`src/rtl/mio_bus_pkg.sv`:
```
// Shared types and constants for the MIO bus controller and its tag decoder.
package mio_bus_pkg;

   localparam int          TAG_W       = 4;
   localparam logic [31:0] DEF_SLV_TAG = 32'hFEDC_BA98;
   localparam logic [63:0] ERR_RDATA   = 64'h0;

   typedef enum logic [1:0] {
      ST_IDLE   = 2'd0,
      ST_ACCESS = 2'd1,
      ST_RESP   = 2'd2
   } state_e;

endpackage

```
`src/rtl/mio_bus_ctrl_if.sv`:
```
// CPU data port plus slave-side bus; master = controller view, slave = CPU/slave-side view.
interface mio_bus_ctrl_if #(
   parameter int N_SLV = 8,
   parameter int DW    = 32,
   parameter int AW    = 19
);
   logic                cpu_req;
   logic                cpu_we;
   logic [31:0]         cpu_addr;
   logic [DW-1:0]       cpu_wdata;
   logic                cpu_ack;
   logic [DW-1:0]       cpu_rdata;
   logic                cpu_err;
   logic [N_SLV-1:0]    slv_sel;
   logic                slv_we;
   logic [AW-1:0]       slv_addr;
   logic [DW-1:0]       slv_wdata;
   logic [N_SLV*DW-1:0] slv_rdata;
   logic [N_SLV-1:0]    slv_rdy;

   modport master (
      input  cpu_req, cpu_we, cpu_addr, cpu_wdata, slv_rdata, slv_rdy,
      output cpu_ack, cpu_rdata, cpu_err, slv_sel, slv_we, slv_addr, slv_wdata
   );

   modport slave (
      output cpu_req, cpu_we, cpu_addr, cpu_wdata, slv_rdata, slv_rdy,
      input  cpu_ack, cpu_rdata, cpu_err, slv_sel, slv_we, slv_addr, slv_wdata
   );
endinterface

```
`src/rtl/mio_addr_dec.sv`:
```
// Combinational priority tag decoder: addr[31:28] vs per-slave tag table, lowest index wins.
module mio_addr_dec
   import mio_bus_pkg::*;
#(
   parameter int                       N_SLV   = 8,
   parameter logic [TAG_W*N_SLV-1:0]   SLV_TAG = (TAG_W*N_SLV)'(DEF_SLV_TAG)
) (
   input  logic [TAG_W-1:0] tag_i,
   output logic [N_SLV-1:0] hit_o,
   output logic             miss_o
);

   logic found;

   always_comb begin
      hit_o = '0;
      found = 1'b0;
      for (int i = 0; i < N_SLV; i++) begin
         if (!found && (SLV_TAG[TAG_W*i +: TAG_W] == tag_i)) begin
            hit_o[i] = 1'b1;
            found    = 1'b1;
         end
      end
      miss_o = !found;
   end

endmodule

```
`src/rtl/mio_bus_ctrl.sv`:
```
// Registered request/ack bridge from CPU data port to N tagged slaves; ack 2 cycles after request
// for a zero-wait slave, 1 for a miss; slave waits stretch ACCESS. Optional MIO_TIMEOUT_EN bounds waits.
module mio_bus_ctrl
   import mio_bus_pkg::*;
#(
   parameter int                       N_SLV   = 8,
   parameter int                       DW      = 32,
   parameter int                       AW      = 19,
   parameter logic [TAG_W*N_SLV-1:0]   SLV_TAG = (TAG_W*N_SLV)'(DEF_SLV_TAG),
   parameter int                       TO_CYC  = 255
) (
   input  logic          clk,
   input  logic          rst,
   mio_bus_ctrl_if.master bus
);

   localparam logic [7:0] TO_LIM = 8'(TO_CYC);

   state_e           state_q, state_d;
   logic [N_SLV-1:0] sel_q;
   logic             we_q;
   logic [AW-1:0]    addr_q;
   logic [DW-1:0]    wdata_q;
   logic [DW-1:0]    rdata_q;
   logic             err_q;

   logic [N_SLV-1:0] dec_hit;
   logic             dec_miss;
   logic             rdy_sel;
   logic             to_hit;
   logic [DW-1:0]    sel_rdata;

   mio_addr_dec #(
      .N_SLV   (N_SLV),
      .SLV_TAG (SLV_TAG)
   ) u_dec (
      .tag_i  (bus.cpu_addr[31:28]),
      .hit_o  (dec_hit),
      .miss_o (dec_miss)
   );

   // Only the selected slave's ready counts; sel_q is zero outside ACCESS.
   assign rdy_sel = |(bus.slv_rdy & sel_q);

   always_comb begin
      sel_rdata = '0;
      for (int i = 0; i < N_SLV; i++) begin
         if (sel_q[i]) begin
            sel_rdata = sel_rdata | bus.slv_rdata[DW*i +: DW];
         end
      end
   end

`ifdef MIO_TIMEOUT_EN
   logic [7:0] to_q;

   always_ff @(posedge clk or negedge rst) begin
      if (!rst) begin
         to_q <= '0;
      end else if (state_q == ST_IDLE) begin
         to_q <= '0;
      end else if (state_q == ST_ACCESS && !rdy_sel) begin
         to_q <= to_q + 8'd1;
      end
   end

   // Fires on the ACCESS cycle whose count reaches the limit; ready in that cycle still wins.
   assign to_hit = (state_q == ST_ACCESS) && !rdy_sel && ((to_q + 8'd1) == TO_LIM);
`else
   logic [7:0] unused_to_lim;
   assign unused_to_lim = TO_LIM;
   assign to_hit        = 1'b0;
`endif

   logic unused_addr;
   assign unused_addr = ^bus.cpu_addr[27:AW];

   always_ff @(posedge clk or negedge rst) begin
      if (!rst) begin
         state_q <= ST_IDLE;
      end else begin
         state_q <= state_d;
      end
   end

   always_comb begin
      state_d = state_q;
      case (state_q)
         ST_IDLE: begin
            if (bus.cpu_req) begin
               state_d = dec_miss ? ST_RESP : ST_ACCESS;
            end
         end
         ST_ACCESS: begin
            if (rdy_sel || to_hit) begin
               state_d = ST_RESP;
            end
         end
         ST_RESP: state_d = ST_IDLE;
         default: state_d = ST_IDLE;
      endcase
   end

   always_ff @(posedge clk or negedge rst) begin
      if (!rst) begin
         sel_q   <= '0;
         we_q    <= 1'b0;
         addr_q  <= '0;
         wdata_q <= '0;
         rdata_q <= '0;
         err_q   <= 1'b0;
      end else begin
         case (state_q)
            ST_IDLE: begin
               rdata_q <= '0;
               err_q   <= 1'b0;
               if (bus.cpu_req) begin
                  if (dec_miss) begin
                     sel_q   <= '0;
                     we_q    <= 1'b0;
                     rdata_q <= DW'(ERR_RDATA);
                     err_q   <= 1'b1;
                  end else begin
                     sel_q   <= dec_hit;
                     we_q    <= bus.cpu_we;
                     addr_q  <= bus.cpu_addr[AW-1:0];
                     wdata_q <= bus.cpu_wdata;
                  end
               end
            end
            ST_ACCESS: begin
               if (rdy_sel) begin
                  sel_q   <= '0;
                  we_q    <= 1'b0;
                  rdata_q <= we_q ? '0 : sel_rdata;
               end else if (to_hit) begin
                  sel_q   <= '0;
                  we_q    <= 1'b0;
                  rdata_q <= DW'(ERR_RDATA);
                  err_q   <= 1'b1;
               end
            end
            default: begin
               rdata_q <= '0;
               err_q   <= 1'b0;
            end
         endcase
      end
   end

   always_comb begin
      bus.cpu_ack   = (state_q == ST_RESP);
      bus.cpu_rdata = rdata_q;
      bus.cpu_err   = err_q;
      bus.slv_sel   = sel_q;
      bus.slv_we    = we_q & (|sel_q);
      bus.slv_addr  = addr_q;
      bus.slv_wdata = wdata_q;
   end

endmodule

```
`src/flat_wrapper.sv`:
```
// flat-port wrapper written by rule: the top's interface ports become plain ports
module mio_bus_ctrl_flat import mio_bus_pkg::*;
#(
   parameter int                       N_SLV   = 8,
   parameter int                       DW      = 32,
   parameter int                       AW      = 19,
   parameter logic [TAG_W*N_SLV-1:0]   SLV_TAG = (TAG_W*N_SLV)'(DEF_SLV_TAG),
   parameter int                       TO_CYC  = 255
)
  (clk, rst, bus_cpu_req, bus_cpu_we, bus_cpu_addr, bus_cpu_wdata, bus_slv_rdata, bus_slv_rdy, bus_cpu_ack, bus_cpu_rdata, bus_cpu_err, bus_slv_sel, bus_slv_we, bus_slv_addr, bus_slv_wdata);
  mio_bus_ctrl_if #(.N_SLV(N_SLV), .DW(DW), .AW(AW)) bus_i ();
  input  logic clk;
  input  logic rst;
  input wire logic [$bits(bus_i.cpu_req)-1:0] bus_cpu_req;
  input wire logic [$bits(bus_i.cpu_we)-1:0] bus_cpu_we;
  input wire logic [$bits(bus_i.cpu_addr)-1:0] bus_cpu_addr;
  input wire logic [$bits(bus_i.cpu_wdata)-1:0] bus_cpu_wdata;
  input wire logic [$bits(bus_i.slv_rdata)-1:0] bus_slv_rdata;
  input wire logic [$bits(bus_i.slv_rdy)-1:0] bus_slv_rdy;
  output wire logic [$bits(bus_i.cpu_ack)-1:0] bus_cpu_ack;
  output wire logic [$bits(bus_i.cpu_rdata)-1:0] bus_cpu_rdata;
  output wire logic [$bits(bus_i.cpu_err)-1:0] bus_cpu_err;
  output wire logic [$bits(bus_i.slv_sel)-1:0] bus_slv_sel;
  output wire logic [$bits(bus_i.slv_we)-1:0] bus_slv_we;
  output wire logic [$bits(bus_i.slv_addr)-1:0] bus_slv_addr;
  output wire logic [$bits(bus_i.slv_wdata)-1:0] bus_slv_wdata;
  assign bus_i.cpu_req = bus_cpu_req;
  assign bus_i.cpu_we = bus_cpu_we;
  assign bus_i.cpu_addr = bus_cpu_addr;
  assign bus_i.cpu_wdata = bus_cpu_wdata;
  assign bus_i.slv_rdata = bus_slv_rdata;
  assign bus_i.slv_rdy = bus_slv_rdy;
  assign bus_cpu_ack = bus_i.cpu_ack;
  assign bus_cpu_rdata = bus_i.cpu_rdata;
  assign bus_cpu_err = bus_i.cpu_err;
  assign bus_slv_sel = bus_i.slv_sel;
  assign bus_slv_we = bus_i.slv_we;
  assign bus_slv_addr = bus_i.slv_addr;
  assign bus_slv_wdata = bus_i.slv_wdata;
  mio_bus_ctrl #(.N_SLV(N_SLV), .DW(DW), .AW(AW), .SLV_TAG(SLV_TAG), .TO_CYC(TO_CYC)) u_core (.clk(clk), .rst(rst), .bus(bus_i));
endmodule
```
`config.mk`:
```
export PLATFORM = sky130hd
export DESIGN_NAME = mio_bus_ctrl_flat
export DESIGN_NICKNAME = d
export VERILOG_FILES = /design/src/rtl/mio_bus_pkg.sv /design/src/rtl/mio_bus_ctrl_if.sv /design/src/rtl/mio_addr_dec.sv /design/src/rtl/mio_bus_ctrl.sv /design/src/flat_wrapper.sv
export SDC_FILE = /design/constraint.sdc
export NUM_CORES = 1
export LEC_CHECK = 0
export CAP_MARGIN = 20
export CELL_PAD_IN_SITES_DETAIL_PLACEMENT = 1
export CELL_PAD_IN_SITES_GLOBAL_PLACEMENT = 1
export CORE_AREA = 2 2 166 168
export DETAILED_ROUTE_END_ITERATION = 16
export DIE_AREA = 0 0 168 170
export GPL_ROUTABILITY_DRIVEN = 0
export PLACE_DENSITY = 0.81
export SLEW_MARGIN = 10
export SYNTH_ARGS = -nofsm -noshare
export SYNTH_HDL_FRONTEND = slang
export SYNTH_SLANG_ARGS = --single-unit
export TNS_END_PERCENT = 5
```
`constraint.sdc`:
```
create_clock -name clk -period 2.1 [get_ports clk]
set_clock_uncertainty 0.2 [all_clocks]
set_input_delay 0.315 -clock clk [delete_from_list [all_inputs] [get_ports clk]]
set_output_delay 0.315 -clock clk [all_outputs]
set_load 0.1 [all_outputs]
```
==> results of run 1 <==
[registers in the layout, summed over array words and instances (netlist names)]
register,cells
u_core.bus.cpu_rdata,32
u_core.bus.slv_wdata,32
u_core.bus.slv_addr,19
u_core.bus.slv_sel,8
u_core.state_q,2
u_core.bus.cpu_err,1
u_core.we_q,1
[cells in the final DEF, fill, tap and decap left out, drive strengths merged, types with 4 or more instances in the layout]
cell	n
a22oi	68
a221oi	32
a22o	33
nor2	7
nor4	4
mux2	89
a31oi	32
inv	4
dfrtp	95
clkbuf	10
clkdlybuf4s50	321
buf	168
[per-stage QoR]
step	instances	setup slack [ns]	total power (W)
2_1_floorplan	426	-0.0925	0.00226
3_3_place_gp	1182	-0.0967	0.00301
3_5_place_dp	1182	-0.139	0.00302
4_1_cts	1229	-0.0462	0.00481
5_1_grt	1230	-0.104	0.00491
6_report	1230	-0.0490	0.00475
[final cells by class]
cell class | instances | share of cell area [%]
Clock buffer | 10 | 2.21
Clock inverter | 6 | 0.555
Multi-Input combinational cell | 285 | 25.6
Inverter | 1 | 0.0347
Sequential cell | 95 | 22.2
Timing Repair Buffer | 491 | 45.4
Antenna cell | 1 | 0.0231
Tap cell | 341 | 3.94
[worst max-delay path by stage]
| stage | slack, ns | to | cells past startpoint |
|---|---|---|---|
| detailed placement | -0.14 | u_core.bus.cpu_rdata[18]$_DFFE_PN0P_ | 6 |
| floorplan | -0.09 | bus_slv_we | 5 |
| finish | -0.05 | u_core.bus.slv_sel[6]$_DFFE_PN0P_ | 6 |
| CTS | -0.05 | u_core.bus.cpu_rdata[30]$_DFFE_PN0P_ | 5 |
| global route | -0.10 | bus_slv_we | 4 |
| global placement | -0.1 | u_core.bus.cpu_rdata[16]$_DFFE_PN0P_ | 5 |
[power by group through the flow]
| stage | registers [W] | clock network (W) | logic (W) |
|---|---|---|---|
| detailed placement | 0.00193 | 0 | 0.00110 |
| global route | 0.00190 | 0.00187 | 0.00115 |
| CTS | 0.00189 | 0.00181 | 0.00110 |
| floorplan | 0.00221 | 0 | 0.0000495 |
| finish | 0.00189 | 0.00175 | 0.00110 |
| global placement | 0.00192 | 0 | 0.00108 |
[layer usage]
metal  up-vias  GRT usage, %
li1       2643             -
met1      2931          23.1
met2       332          36.2
met3        44          6.28
met4         2          6.58
met5         -             0
[critical path, delay by kind of cell, from the launching register on]
kind,cells,cell delay (ns)
mux,1,0.30
compound gates,2,0.56
buf+inv,3,0.45
flops,1,0.52
[kinds of logic after synthesis]
| family | count (synthesis) |
|---|---|
| compound gates | 171 |
| buf+inv | 46 |
| flops | 95 |
| mux | 89 |
| simple gates | 25 |
[timing repair]
item / CTS / global route
buffers inserted: 28 / 0
pin swaps: 7 / 5
cloned: 2 / 0
endpoints found under the setup margin: 16 / 43
hold buffers: 1 / 0
resized for setup: 33 / 29
hold endpoints to repair: 64 / 0
==> metrics.txt, run 1 <==
largest net degree at the start of global routing 52; Critical path origin u_core.bus.slv_sel[7]$_DFFE_PN0P_; Sw Pwr approximately 0.0014 W; Remaining Overflow, GRT 0; Multi-input gate area roughly 0.0028 mm^2; Final Max Tran Viols 0; Initial Util 19.2%; #FFs+latches synth 95; R2R cell count 6; std cell rows 60; Synth top area share roughly 47%; post-synthesis compound-gate area fraction a little over a quarter; metal2 WL around 15000 um; main combinational cell family by area after synthesis compound AO/OA/AOI/OAI gates; min setup slack post-route -0.0490 ns; top post-synthesis cells by count 95 x dfrtp_1, 89 x mux2_2, 68 x a22oi_1; crit-path most repeated cell buf_6; Final Instance Area 0.0108 mm^2; RR Startpoint u_core.bus.slv_sel[7]$_DFFE_PN0P_; antenna violations before repair 3; top post-synthesis cells by area dfrtp_1 47%, mux2_2 20%, a22oi_1 10%, a22o_1 5.7%, a221oi_1 5.5%; FF-to-FF setup slack -0.05 ns; wire length on met3 ~2800 um; adder-cell share of the synthesized area 0%; CTS Buf Count 9; Reg clk slew, reported paths 0.08 ns; fillers 2862; Worst path max stage delay ~0.52 ns; fraction of synthesized area in multiplexers 19.6%; Clk pwr share 37.0%; DP Area 0.00995 mm^2; CP Capture Type flip-flop; Top Metal Used met5; most common cell in the netlist dfrtp_1; dominant synthesized flop cell dfrtp_1; crit-path cells buf_12 > a221o_2 > buf_6 > o21ai_4 > buf_6 > mux2_4; warning count from the yosys run 0; asr flop ratio synth between 90% and 100%; Critical Path AT around 2.2 ns; failing checks negative setup slack; Post-Synthesis Cell Area between 0.005 and 0.006 mm^2; Sw Ratio slightly below 30%; Layout area overhead 112%; Syn Inst Count ~430; vias in the first global route roughly 6700; Final Hold Viols 0; max cap viols 0; IO buf count between 400 and 500; critical path peak fanout 5; CTS tree yes; CP Class flip-flop to flip-flop; PD cells around 440 mW/mm^2; unrepaired setup endpoints after global routing true; DRC 0; via count about 6000; first-pass GRT wire length about 43000 um; sequential-to-total area share from yosys stat between 40% and 50%; area of the core approximately 0.027 mm^2; Total Neg Setup Slack -0.362 ns; worst reg2reg path endpoint u_core.bus.slv_sel[6]$_DFFE_PN0P_; post-synthesis xor/xnor area fraction 0%; Seq pwr share 39.8%; H-tree levels 3; class of the worst hold path input pin to async pin; maximum clock path buffer count 2; Comb pwr share ~23%; root buf cell clkbuf_16; total detailed-routing wirelength between 30000 and 40000 um; M1 WL about 12000 um; DIE AREA between 0.02 and 0.03 mm^2; nets@finish between 1000 and 1500; first-pass detailed-route iteration total 4; HPWL after DPL 22400 um; status finished with violations; Ports roughly 430; Die Y approximately 170 um; Worst Tran Pin Value about 0.38 ns; share of layout cells above drive strength 1 34.8%; Synth area leader dfrtp_1; drt wl/cell between 20 and 25 um; Post-synth EDFFs 0; Post-Syn Area per Cell between 10 and 15 um^2; vias per cell a little under 5; WP data required ~2.1 ns; sequential cell area 0.00241 mm^2; Distinct cells, synth 29; fmax about 0.47 GHz; Net Count, Synth roughly 760; worst vdd ir around 0.34 mV; clk sinks 95; crit share post-route 102%; Critical Path Start Type flip-flop; P_int between 0.003 and 0.004 W; Leak Pwr between 4 and 5 nW; Worst slew margin between 70% and 80%; clock insertion delay at the later pin of the skew report roughly 0.36 ns; fin util between 40 and 50%; setup violators final 18; Die Wd 168 um; Hold WS 0.188 ns; initial drt markers between 200 and 250; Synth Area in Simple Gates 3.21%; slowest cell on the critical path dfrtp_4; all-layer global routing usage approximately a fifth; Tmin final 2.15 ns; Detail Route Antenna Nets 0
No activity file was read; power rests on OpenSTA's default activity.
==> run 2, diff against run 1 <==
--- a/config.mk
+++ b/config.mk
@@ -17,4 +17,3 @@
 export SYNTH_ARGS = -nofsm -noshare
 export SYNTH_HDL_FRONTEND = slang
 export SYNTH_SLANG_ARGS = --single-unit
-export TNS_END_PERCENT = 5
==> metrics.txt, run 2 (synthesis gave the netlist of run 1 again) <==
total power roughly 0.0047 W; final instance count without filler cells 1203; CP Class flip-flop to flip-flop; status finished with violations; IO buf count ~420; Final Instance Area roughly 0.011 mm^2; via count 5896; DIE AREA around 0.029 mm^2; HPWL after DPL roughly 23000 um; Critical Path AT around 2.1 ns; WP data required between 2 and 2.5 ns; setup violators final 9; class of the worst hold path input pin to async pin; first-pass GRT wire length ~42000 um; initial drt markers ~370; Final Hold Viols 0; DRC 0; share of layout cells above drive strength 1 32.0%; H-tree levels 3; Final Max Tran Viols 0; Tmin final between 2 and 2.5 ns; commonest non-fill, non-tap cell in the layout clkdlybuf4s50_1; Hold WS 0.185 ns; Die Y between 150 and 200 um; DP Area 0.00995 mm^2; Detail Route Antenna Nets 0; all-layer global routing usage 19.9%; Critical Path Start Type flip-flop; Reg clk slew, reported paths approximately 0.080 ns; Worst Tran Pin Value 0.389 ns; total detailed-routing wirelength a little under 30000 um; Remaining Overflow, GRT 0; root buf cell clkbuf_16; Initial Util about a fifth; first-pass detailed-route iteration total 5; nets@finish around 1200; PD cells ~450 mW/mm^2; worst vdd ir approximately 0.3 mV; Layout area overhead 107%; crit share post-route 100%; std cell rows 60; most frequent cells in the layout 321 x clkdlybuf4s50_1, 106 x buf_4, 87 x dfrtp_1; min setup slack post-route -0.00969 ns; max cap viols 0; Die Wd approximately 170 um; fmax 0.474 GHz; unrepaired setup endpoints after global routing true; maximum clock path buffer count 2; Placed Instances between 1000 and 1500; area of the core ~0.027 mm^2; CTS Buf Count 9; clk sinks between 90 and 100; antenna violations before repair 4; Worst slew margin roughly three quarters; clock insertion delay at the later pin of the skew report ~0.35 ns; failing checks negative setup slack; largest net degree at the start of global routing 44; vias per cell 4.90; CP Capture Type flip-flop; Leak Pwr 4.48 nW; critical path peak fanout 14; Ports 426; CTS tree yes; vias in the first global route ~6500; drt wl/cell roughly 25 um; Setup WS pre-CTS -0.275 ns
run 2: timing repair:
action | in CTS | in global routing
pin swaps | 5 | 3
cloned | 1 | 1
endpoints found under the hold margin | 95 | 0
setup endpoints to repair | 14 | 34
setup buffers | 4 | 6
hold buffers | 1 | 0
resized for setup | 18 | 15
run 2: report_power, final:
| part | internal, W | switching (W) |
|---|---|---|
| sequential | 0.00187 | 0.0000238 |
| clock | 0.000869 | 0.000857 |
| combinational | 0.000619 | 0.000493 |
| total | 0.00335 | 0.00137 |
run 2: final timing paths:
kind	start	end	slack, ns	cells past startpoint
setup reg to reg	u_core.bus.slv_sel[3]$_DFFE_PN0P_	u_core.bus.cpu_rdata[9]$_DFFE_PN0P_	-0.01	5
hold / removal	rst	u_core.bus.slv_addr[2]$_DFFE_PN0P_	0.18	2
hold reg to reg	u_core.bus.slv_addr[17]$_DFFE_PN0P_	u_core.bus.slv_addr[17]$_DFFE_PN0P_	0.31	1
max in group asynchronous	rst	u_core.bus.cpu_rdata[6]$_DFFE_PN0P_	0.99	3
min in group clk	u_core.bus.slv_addr[17]$_DFFE_PN0P_	u_core.bus.slv_addr[17]$_DFFE_PN0P_	0.31	1
setup / recovery	u_core.bus.slv_sel[3]$_DFFE_PN0P_	u_core.bus.cpu_rdata[9]$_DFFE_PN0P_	-0.01	5
run 2: worst max-delay path, cell delays in order, from the launching register on:
cell and delay (ns):
dfrtp_4 0.50, buf_6 0.14, a221o_2 0.42, nor2_8 0.18, buf_12 0.19, mux2_2 0.34
run 2: area by class of cell:
class | instances | area (um^2)
diodes | 2 | 5.00
repair buffers | 463 | 4700
clock inverters | 6 | 62.6
multi-input cells | 285 | 2700
flip-flops and latches | 95 | 2410
clock buffers | 10 | 239
well taps | 341 | 427
fillers | 2862 | 16100
inverters | 1 | 3.75
run 2: through the flow:
stage | setup TNS (ns) | utilization, %
detailed placement | -8.21 | 37.3
CTS | -0.412 | 39.0
global placement | -6.77 | 37.3
finish | -0.0510 | 39.6
floorplan | -2.56 | -
global route | -1.40 | 39.6
run 2: per-layer routing:
metal	global-route usage, %	vias to the layer above	part of all wire [%]	wire (um)
met4	5.82	2	1.7	503
li1	-	2594	-	-
met3	6.65	29	9.4	2780
met1	23.3	2932	40	11700
met5	0	-	0.034	10
met2	34.6	339	49	14600
==> run 3, diff against run 2 <==
--- a/config.mk
+++ b/config.mk
@@ -8,11 +8,11 @@
 export CAP_MARGIN = 20
 export CELL_PAD_IN_SITES_DETAIL_PLACEMENT = 1
 export CELL_PAD_IN_SITES_GLOBAL_PLACEMENT = 1
-export CORE_AREA = 2 2 166 168
+export CORE_AREA = 10 10 160 162
 export DETAILED_ROUTE_END_ITERATION = 16
-export DIE_AREA = 0 0 168 170
+export DIE_AREA = 0 0 170 172
 export GPL_ROUTABILITY_DRIVEN = 0
-export PLACE_DENSITY = 0.81
+export PLACE_DENSITY = 0.93
 export SLEW_MARGIN = 10
 export SYNTH_ARGS = -nofsm -noshare
 export SYNTH_HDL_FRONTEND = slang
==> metrics.txt, run 3 (synthesis gave the netlist of run 1 again) <==
Detail Route Antenna Nets 0; Reg clk slew, reported paths ~0.07 ns; root buf cell clkbuf_16; crit-path most repeated cell buf_12; worst vdd ir between 0.3 and 0.4 mV; area of the core between 0.02 and 0.025 mm^2; all-layer global routing usage 20.7%; Die Y 172 um; largest net degree at the start of global routing between 40 and 50; Worst slew margin slightly below 70%; DIE AREA slightly below 0.03 mm^2; Leak Pwr around 4.6 nW; unrepaired setup endpoints after global routing true; CTS Buf Count 9; Final Hold Viols 0; vias in the first global route around 6900; CTS tree yes; CP Capture Type primary output; Critical Path Start Type flip-flop; Ports around 430; maximum clock path buffer count 2; nets@finish roughly 1200; crit share post-route 101%; R2R cell count 5; # diodes 0; first-pass detailed-route iteration total 4; drt wl/cell ~28 um; Layout area overhead 109%; Setup WS pre-CTS -0.219 ns; DRC 0; Hold WS 0.255 ns; worst reg2reg path endpoint u_core.bus.cpu_rdata[29]$_DFFE_PN0P_; CP Class flip-flop to primary output; CP top delay family flip-flops; Final Max Tran Viols 0; crit-path cells buf_12 > nor4_4 > a21boi_4 > buf_12; failing checks negative setup slack; PD cells between 400 and 500 mW/mm^2; commonest non-fill, non-tap cell in the layout clkdlybuf4s50_1; RR Startpoint u_core.bus.slv_sel[7]$_DFFE_PN0P_; most frequent cells in the layout 321 x clkdlybuf4s50_1, 122 x buf_4, 87 x dfrtp_1; status finished with violations; std cell rows 55; via count about 6000; IO buf count approximately 420; Worst Tran Pin Value 0.473 ns; clk sinks between 90 and 100; clock insertion delay at the later pin of the skew report around 0.35 ns; H-tree levels 3; setup violators final 1; fmax about 0.47 GHz; grt met3 use under 10%; critical path peak fanout 4; fillers 2346; antenna violations before repair 0; FF-to-FF setup slack 0.01 ns; max cap viols 0; slowest cell on the critical path dfrtp_4; Worst path max stage delay around 0.51 ns; grt met2 use just under 40%; total detailed-routing wirelength approximately 33000 um; Remaining Overflow, GRT 0; Die Wd 170 um; Critical Path AT approximately 1.6 ns; share of layout cells above drive strength 1 between 30% and 40%; Tmin final approximately 2.1 ns; initial drt markers between 400 and 500; fin util ~48%; HPWL after DPL ~26000 um; first-pass GRT wire length between 40000 and 50000 um; min setup slack post-route -0.0196 ns; met1 GRT Util 21.6%; vias per cell a little over 5; class of the worst hold path input pin to async pin; Buf/Inv on CP 2; Initial Util between 20% and 30%; WP data required around 1.6 ns; Most Crowded Layer GR met2
[run 3: cell count changes in the layout (fill, tap and decap cells not counted), moves of 3 or more]
cell / delta
mux2_4: +13
clkinv_4: -3
mux2_2: -13
buf_6: +3
buf_4: +16
a221oi_2: +3
[run 3: worst max path at each step]
stage                                            from                                   end  slack, ns  depth (start not counted)
floorplan           u_core.bus.slv_sel[6]$_DFFE_PN0P_                            bus_slv_we      -0.09                          5
global placement                       bus_slv_rdy[1]  u_core.bus.cpu_rdata[21]$_DFFE_PN0P_      -0.19                          6
detailed placement                     bus_slv_rdy[1]  u_core.bus.cpu_rdata[31]$_DFFE_PN0P_      -0.22                          6
CTS                 u_core.bus.slv_sel[2]$_DFFE_PN0P_                            bus_slv_we      -0.05                          4
global route        u_core.bus.slv_sel[6]$_DFFE_PN0P_                            bus_slv_we      -0.07                          4
finish              u_core.bus.slv_sel[6]$_DFFE_PN0P_                            bus_slv_we      -0.02                          4
[run 3: worst register-to-register path: stages, from the launching register on]
cell,delay [ns]
dfrtp_4,0.51
buf_6,0.13
a221o_2,0.40
nor2_8,0.21
buf_12,0.20
mux2_4,0.33
[run 3: area by class of cell]
| cell class | instances | area, um^2 | area share [%] |
|---|---|---|---|
| Clock buffer | 9 | 225 | 2.11 |
| Multi-Input combinational cell | 285 | 2760 | 25.8 |
| Tap cell | 285 | 357 | 3.34 |
| Sequential cell | 95 | 2410 | 22.5 |
| Timing Repair Buffer | 482 | 4860 | 45.5 |
| Inverter | 1 | 3.75 | 0.0351 |
| Clock inverter | 7 | 73.8 | 0.691 |
[run 3: repair_timing]
| action | CTS | global route |
|---|---|---|
| endpoints found under the setup margin | 10 | 16 |
| setup buffers | 12 | 8 |
| gates resized for setup | 10 | 34 |
| hold buffers | 1 | 0 |
| gates cloned | 0 | 3 |
| hold endpoints to repair | 28 | 0 |
| pin swaps | 3 | 8 |
[run 3: metal layers]
metal | part of all wire, % | vias up
met5 | 0 | -
met2 | 53 | 312
li1 | - | 2621
met3 | 8.4 | 42
met1 | 36 | 3013
met4 | 2.2 | 0
[run 3: metrics by stage]
stage	total power, W	cell area, um^2	cells	TNS (ns)
after detailed placement	0.00303	9960	1125	-6.78
after CTS	0.00474	10400	1154	-0.0481
final	0.00469	10700	1164	-0.0196
after global placement	0.00301	9960	1125	-6.09
after global routing	0.00487	10700	1164	-0.553
after floorplan	0.00226	5430	426	-2.56
[run 3: report_power, final]
| group | internal (W) | leakage, nW | switching (W) | total (W) |
|---|---|---|---|---|
| logic | 0.000617 | 3.21 | 0.000497 | 0.00111 |
| clock network | 0.000844 | 0.141 | 0.000838 | 0.00168 |
| registers | 0.00187 | 1.28 | 0.0000249 | 0.00189 |
